$ cat src/rtl/led_pkg.sv
// Shared types for the LED pattern path: scheduler FSM states and pattern ids.
package led_pkg;

    typedef enum logic {
        RUN    = 1'b0,
        SWITCH = 1'b1
    } sched_state_t;

    // Pattern id width for the default build of four generators.
    localparam int PAT_ID_W = 2;
    typedef logic [PAT_ID_W-1:0] pattern_id_t;

endpackage

$ cat src/rtl/frame_tracker.sv
// Watches the led_driver request stream for frame wraps and keeps the
// per-pattern dwell count used by automatic rotation.
module frame_tracker
    import led_pkg::*;
#(
    parameter int NUM_LEDS       = 2,
    parameter int DWELL_FRAMES   = 60,
    localparam int CounterWidth  = $clog2(NUM_LEDS),
    localparam int DwellWidth    = (DWELL_FRAMES > 1) ? $clog2(DWELL_FRAMES) : 1
) (
    input  logic                    clk_i,
    input  logic                    rst_i,
    input  logic [CounterWidth-1:0] req_i,
    input  logic                    auto_en_i,
    input  logic                    accept_i,
    output logic                    boundary_o,
    output logic                    dwell_expired_o,
    output logic                    frame_done_o
);

    logic [CounterWidth-1:0] prev_req_q;
    logic [DwellWidth-1:0]   dwell_cnt_q, dwell_cnt_d;
    logic                    frame_done_q;
    logic                    boundary;
    logic                    dwell_expired;

    // A wrap seen while the scheduler is mid-switch is dropped entirely.
    assign boundary      = accept_i && (prev_req_q == CounterWidth'(NUM_LEDS - 1))
                           && (req_i == '0);
    assign dwell_expired = (dwell_cnt_q == DwellWidth'(DWELL_FRAMES - 1));

    always_comb begin
        dwell_cnt_d = dwell_cnt_q;
        if (boundary) begin
            if (!auto_en_i || dwell_expired) begin
                dwell_cnt_d = '0;
            end else begin
                dwell_cnt_d = dwell_cnt_q + 1'b1;
            end
        end
    end

    always_ff @(posedge clk_i) begin
        if (rst_i) begin
            prev_req_q   <= '0;
            dwell_cnt_q  <= '0;
            frame_done_q <= 1'b0;
        end else begin
            prev_req_q   <= req_i;
            dwell_cnt_q  <= dwell_cnt_d;
            frame_done_q <= boundary;
        end
    end

    assign boundary_o      = boundary;
    assign dwell_expired_o = dwell_expired;
    assign frame_done_o    = frame_done_q;

endmodule

$ cat src/rtl/pattern_scheduler.sv
// Time-shares one led_driver among NUM_PATTERNS generators, switching only on
// frame wraps. Define PATTERN_SCHED_TIMEOUT_EN to enable the starvation timeout.
module pattern_scheduler
    import led_pkg::*;
#(
    parameter int NUM_LEDS       = 2,
    parameter int COLOR_WIDTH    = 8,
    parameter int NUM_PATTERNS   = 4,
    parameter int DWELL_FRAMES   = 60,
    parameter int TIMEOUT_CYCLES = 1024,
    localparam int CounterWidth  = $clog2(NUM_LEDS),
    localparam int PatWidth      = $clog2(NUM_PATTERNS)
) (
    input  logic                                clk_in,
    input  logic                                rst_in,
    input  logic [CounterWidth-1:0]             next_led_request,
    output logic [CounterWidth-1:0]             pat_request,
    input  logic [NUM_PATTERNS*COLOR_WIDTH-1:0] pat_red_in,
    input  logic [NUM_PATTERNS*COLOR_WIDTH-1:0] pat_green_in,
    input  logic [NUM_PATTERNS*COLOR_WIDTH-1:0] pat_blue_in,
    input  logic [NUM_PATTERNS-1:0]             pat_valid_in,
    input  logic                                auto_en,
    input  logic [PatWidth-1:0]                 mode_sel,
    output logic [COLOR_WIDTH-1:0]              red_out,
    output logic [COLOR_WIDTH-1:0]              green_out,
    output logic [COLOR_WIDTH-1:0]              blue_out,
    output logic                                color_valid,
    output logic [PatWidth-1:0]                 active_pattern,
    output logic                                frame_done,
    output logic                                pattern_fault
);

    sched_state_t            state_q, state_d;
    logic [PatWidth-1:0]     active_q, active_d;
    logic [PatWidth-1:0]     target_q, target_d;
    logic [PatWidth-1:0]     target;
    logic [COLOR_WIDTH-1:0]  red_q, red_d, green_q, green_d, blue_q, blue_d;
    logic                    valid_q, valid_d;
    logic [COLOR_WIDTH-1:0]  live_red, live_green, live_blue;
    logic                    live_valid;
    logic                    boundary;
    logic                    dwell_expired;

    assign pat_request = next_led_request;

    frame_tracker #(
        .NUM_LEDS     (NUM_LEDS),
        .DWELL_FRAMES (DWELL_FRAMES)
    ) u_tracker (
        .clk_i           (clk_in),
        .rst_i           (rst_in),
        .req_i           (next_led_request),
        .auto_en_i       (auto_en),
        .accept_i        (state_q == RUN),
        .boundary_o      (boundary),
        .dwell_expired_o (dwell_expired),
        .frame_done_o    (frame_done)
    );

    assign live_red   = pat_red_in  [int'(active_q) * COLOR_WIDTH +: COLOR_WIDTH];
    assign live_green = pat_green_in[int'(active_q) * COLOR_WIDTH +: COLOR_WIDTH];
    assign live_blue  = pat_blue_in [int'(active_q) * COLOR_WIDTH +: COLOR_WIDTH];
    assign live_valid = pat_valid_in[active_q];

    // Out-of-range manual selections leave the current pattern in place.
    always_comb begin
        target = active_q;
        if (auto_en) begin
            if (dwell_expired) begin
                target = (active_q == PatWidth'(NUM_PATTERNS - 1)) ? '0 : active_q + 1'b1;
            end
        end else if (int'(mode_sel) < NUM_PATTERNS) begin
            target = mode_sel;
        end
    end

`ifdef PATTERN_SCHED_TIMEOUT_EN
    localparam int StallWidth = $clog2(TIMEOUT_CYCLES + 1);
    logic [StallWidth-1:0] stall_q, stall_d;
    logic                  fault_q, fault_d;

    always_ff @(posedge clk_in) begin
        if (rst_in) begin
            stall_q <= '0;
            fault_q <= 1'b0;
        end else begin
            stall_q <= stall_d;
            fault_q <= fault_d;
        end
    end

    assign pattern_fault = fault_q;
`else
    logic unused_timeout;
    assign unused_timeout = ^TIMEOUT_CYCLES;
    assign pattern_fault  = 1'b0;
`endif

    always_comb begin
        state_d  = state_q;
        active_d = active_q;
        target_d = target_q;
        red_d    = red_q;
        green_d  = green_q;
        blue_d   = blue_q;
        valid_d  = valid_q;
`ifdef PATTERN_SCHED_TIMEOUT_EN
        stall_d  = stall_q;
        fault_d  = fault_q;
`endif
        unique case (state_q)
            RUN: begin
                red_d   = live_red;
                green_d = live_green;
                blue_d  = live_blue;
                valid_d = live_valid;
`ifdef PATTERN_SCHED_TIMEOUT_EN
                if (live_valid) begin
                    stall_d = '0;
                    fault_d = 1'b0;
                end else begin
                    if (stall_q != StallWidth'(TIMEOUT_CYCLES)) begin
                        stall_d = stall_q + 1'b1;
                    end
                    // Starved: feed black so the strand keeps refreshing.
                    if (stall_d == StallWidth'(TIMEOUT_CYCLES)) begin
                        red_d   = '0;
                        green_d = '0;
                        blue_d  = '0;
                        valid_d = 1'b1;
                        fault_d = 1'b1;
                    end
                end
`endif
                if (boundary && (target != active_q)) begin
                    state_d  = SWITCH;
                    target_d = target;
                end
            end
            SWITCH: begin
                active_d = target_q;
                valid_d  = 1'b0;
                state_d  = RUN;
`ifdef PATTERN_SCHED_TIMEOUT_EN
                stall_d  = '0;
                fault_d  = 1'b0;
`endif
            end
            default: state_d = RUN;
        endcase
    end

    always_ff @(posedge clk_in) begin
        if (rst_in) begin
            state_q  <= RUN;
            active_q <= '0;
            target_q <= '0;
            red_q    <= '0;
            green_q  <= '0;
            blue_q   <= '0;
            valid_q  <= 1'b0;
        end else begin
            state_q  <= state_d;
            active_q <= active_d;
            target_q <= target_d;
            red_q    <= red_d;
            green_q  <= green_d;
            blue_q   <= blue_d;
            valid_q  <= valid_d;
        end
    end

    assign red_out        = red_q;
    assign green_out      = green_q;
    assign blue_out       = blue_q;
    assign color_valid    = valid_q;
    assign active_pattern = active_q;

endmodule
$ cat config.mk
export PLATFORM = sky130hd
export DESIGN_NAME = pattern_scheduler
export DESIGN_NICKNAME = d
export VERILOG_FILES = /design/src/rtl/led_pkg.sv /design/src/rtl/frame_tracker.sv /design/src/rtl/pattern_scheduler.sv
export SDC_FILE = /design/constraint.sdc
export NUM_CORES = 1
export LEC_CHECK = 0
export CAP_MARGIN = 10
export CORE_MARGIN = 2
export CORE_UTILIZATION = 37
export CTS_CLUSTER_DIAMETER = 50
export DETAILED_ROUTE_END_ITERATION = 6
export GPL_TIMING_DRIVEN = 0
export PLACE_DENSITY = 0.91
export SLEW_MARGIN = 20
export SYNTH_ARGS = -nofsm -noshare
export SYNTH_HDL_FRONTEND = slang
export SYNTH_SLANG_ARGS = --single-unit
$ cat constraint.sdc
create_clock -name clk_in -period 1.9 [get_ports clk_in]
set_input_delay 0.285 -clock clk_in [delete_from_list [all_inputs] [get_ports clk_in]]
set_output_delay 0.285 -clock clk_in [all_outputs]
set_load 0.02 [all_outputs]
==> key figures <==
Outcome
  • Status: finished clean

Critical path
  • Crit-path max cell delay: 590 ps
  • Worst-case reg-to-reg path depth: 6
  • CP dominant cell by count: clkdlybuf4s50_1
  • Crit path max-delay cell type: clkdlybuf4s50_1
  • Worst endpoint required time: 1620 ps
  • WS Path Type: in -> out
  • CP cell instances: clkdlybuf4s50_1 -> buf_4 -> clkdlybuf4s50_1
  • Setup crit start: next_led_request
  • FF-to-FF End: target_q[0]
  • RR Startpoint: u_tracker.dwell_cnt_q[0]
  • Critical Path AT: 1540 ps
  • Setup crit end: pat_request
  • Crit end category: output port
  • Crit path launch type: primary input
  • Reg-to-reg slack, setup: 190 ps
  • Max FO, Critical Path: 4

Power
  • Leakage: 1.32 nW
  • PD cells: 513 nW/µm²
  • Peak VDD IR: 0.000271 V
  • Tot Pwr: 1.88 mW

Floorplan
  • Site row count: 27
  • Die X-Extent: 80.3 µm
  • Ports: 136
  • Initial Util: 38.6%
  • Core Region: 5570 µm²
  • Die Area: 6440 µm²
  • Die height: 80.3 µm

STA
  • Fin. max-slew vios: 0
  • Final Skew: 8.61 ps
  • Unrepaired setup endpoints after global routing: false
  • Final Critical Period: 1820 ps
  • Final Hold Viols: 0
  • Final TNS setup: 0 ps
  • Achievable Freq: 0.549 GHz
  • Final setup violation count: 0
  • Final Cycle Share: 95.9%

Route
  • Post-route DRC: 0
  • Final wirelength: 6.31 mm
  • Met2 WL: 3.34 mm
  • Top layer in use: met4
  • Met3 Wirelength: 537 µm
  • Drt pass-1 iters: 5
  • Antenna viol nets, final: 0
  • Initial DRC count: 52
  • Via-to-Cell Ratio: 5.16
  • DR vias: 2058
  • Wire per inst: 15.8 µm
  • Metal-1 WL: 2.34 mm

Synthesis
  • Avg Inst Size Synth: 11.5 µm²
  • Syn_nets: 295
  • Synth warn: 0
  • Number of synthesized flops with an enable pin: 0
  • Sequential area share after synthesis: 35.3%
  • Mapped Cells: 187
  • Synthesized cell area: 2150 µm²
  • Fraction of registers with async set or reset after synthesis: 0%
  • FF+latch count, synth: 38
  • Top FF cell, synth: dfxtp_1
  • Number of distinct library cells after synthesis: 32

Clocking
  • # hold bufs at CTS: 0
  • H-tree levels: 2
  • Reg clk slew, reported paths: 80 ps
  • Post-CTS sizing: 0
  • Longest Clk Path Bufs: 2
  • Total setup buffers inserted after CTS: 0
  • CTS buffer count: 5
  • Worst skew pair latency: 290 ps
  • Clock Tree Root: clkbuf_8
  • CTS tree: built
  • Clock sink count: 38

Layout
  • # diodes: 0
  • Area growth from synthesis to layout: 70.0%
  • NumNets Final: 434
  • Final Cell Area: 3660 µm²
  • Final core utilization: 65.6%
  • Share of cells above drive strength 1: 11.9%

Hold path
  • Hold crit path type: in -> reg

Placed design
  • DP Area: 3560 µm²
  • Placer Congestion: 0.750
  • HPWL Detailed: 5.12 mm
  • IO buf count: 132

Global routing
  • Number of global-route vias before repair: 2147
  • Initial antenna violation count: 0
  • First-pass GRT wire length: 10.2 mm
  • GRT Total Usage: 20.6%
  • Largest net degree at the start of global routing: 13
  • Grt total ovfl: 0

Run
  • Maxcap violations: 0
[power breakdown]
part | switching (mW) | internal, mW | total [mW]
Combinational | 0.141 | 0.306 | 0.447
Clock | 0.290 | 0.292 | 0.582
Sequential | 0.0173 | 0.831 | 0.849
[state kept, by name, indices dropped and copies added (netlist names)]
| name | count |
|---|---|
| active_pattern | 2 |
| blue_out | 8 |
| color_valid | 1 |
| green_out | 8 |
| red_out | 8 |
| state_q | 1 |
| target_q | 2 |
| u_tracker.dwell_cnt_q | 6 |
| u_tracker.frame_done_o | 1 |
| u_tracker.prev_req_q | 1 |
[synthesized netlist by cell type (2+ instances only)]
cell type | n | share of area, %
or2_1 | 2 | 0.58
ha_1 | 2 | 1.2
nand4_1 | 4 | 1.2
mux4_1 | 9 | 11
a21oi_1 | 3 | 0.70
clkbuf_1 | 5 | 0.87
o22ai_1 | 4 | 1.2
buf_4 | 3 | 1.0
a22oi_1 | 4 | 1.4
xnor2_1 | 2 | 0.81
mux2i_1 | 30 | 14
nor2_1 | 33 | 5.8
nor2b_1 | 2 | 0.58
mux2_2 | 4 | 2.1
xor2_1 | 4 | 1.6
mux4_2 | 12 | 13
dfxtp_1 | 38 | 35
nand2b_1 | 2 | 0.58
a211o_1 | 2 | 0.81
buf_2 | 7 | 1.6
nand2_1 | 4 | 0.70
[cell usage in the layout, fill, tap and decap left out, types with 2 or more instances in the layout]
cell	instances
a21oi_1	3
nor2b_1	2
o22ai_1	4
a211o_1	2
xnor2_1	2
mux2_2	4
nand2b_1	2
buf_4	3
mux4_2	12
ha_1	2
mux4_1	9
clkbuf_8	6
clkbuf_1	5
clkdlybuf4s50_1	132
xor2_1	4
mux2i_1	30
nor2_1	33
a22oi_1	4
nand2_1	4
dfxtp_1	38
nand4_1	4
buf_2	7
or2_1	2
[critical path: cells and delay by family]
kind	cells	cell delay, ps
buffers and inverters	3	1260
[routing by layer]
layer / GRT usage (%) / up-vias
met2: 38.5 / 98
met4: 6.27 / 0
li1: - / 970
met1: 22.8 / 981
met5: 0 / -
met3: 5.17 / 9
[final cells by class]
class / instances / area, µm²
clock buffer: 6 / 82.6
clock inverter: 2 / 12.5
timing repair buffer: 132 / 1320
buffer: 17 / 103
sequential: 38 / 761
tap: 72 / 90.1
fill: 456 / 1920
multi-input combinational: 132 / 1290
[worst min path at each step]
stage                              from                  endpoint  slack, ps  cells after the start
2_1_floorplan          next_led_request      u_tracker.prev_req_q        410                      1
3_3_place_gp   u_tracker.dwell_cnt_q[1]  u_tracker.dwell_cnt_q[1]        460                      2
3_5_place_dp   u_tracker.dwell_cnt_q[1]  u_tracker.dwell_cnt_q[1]        470                      2
4_1_cts                         auto_en  u_tracker.dwell_cnt_q[1]        410                      3
5_1_grt                         auto_en  u_tracker.dwell_cnt_q[1]        460                      3
6_report                        auto_en  u_tracker.dwell_cnt_q[1]        420                      3
[stage by stage]
step	worst slack, ps	hold WS, ps	std cells
after floorplan	265	413	187
after global placement	48.3	457	391
after detailed placement	31.8	468	391
after CTS	67.6	409	399
after global routing	30.4	459	399
final	77.0	416	399
[kinds of logic (layout without fill, tap and decap cells)]
| family | count (synthesis) | count (layout) | synth area share (%) |
|---|---|---|---|
| muxes | 55 | 55 | 39.6 |
| and+or+nand+nor | 52 | 52 | 11.3 |
| DFF | 38 | 38 | 35.3 |
| buffers and inverters | 17 | 157 | 4.77 |
| AOI/OAI and AO/OA | 16 | 16 | 5.23 |
| xor gates and xnor gates | 6 | 6 | 2.44 |
| adders and majority gates | 2 | 2 | 1.16 |
| other | 1 | 1 | 0.174 |
No activity file was read; power rests on OpenSTA's default activity.
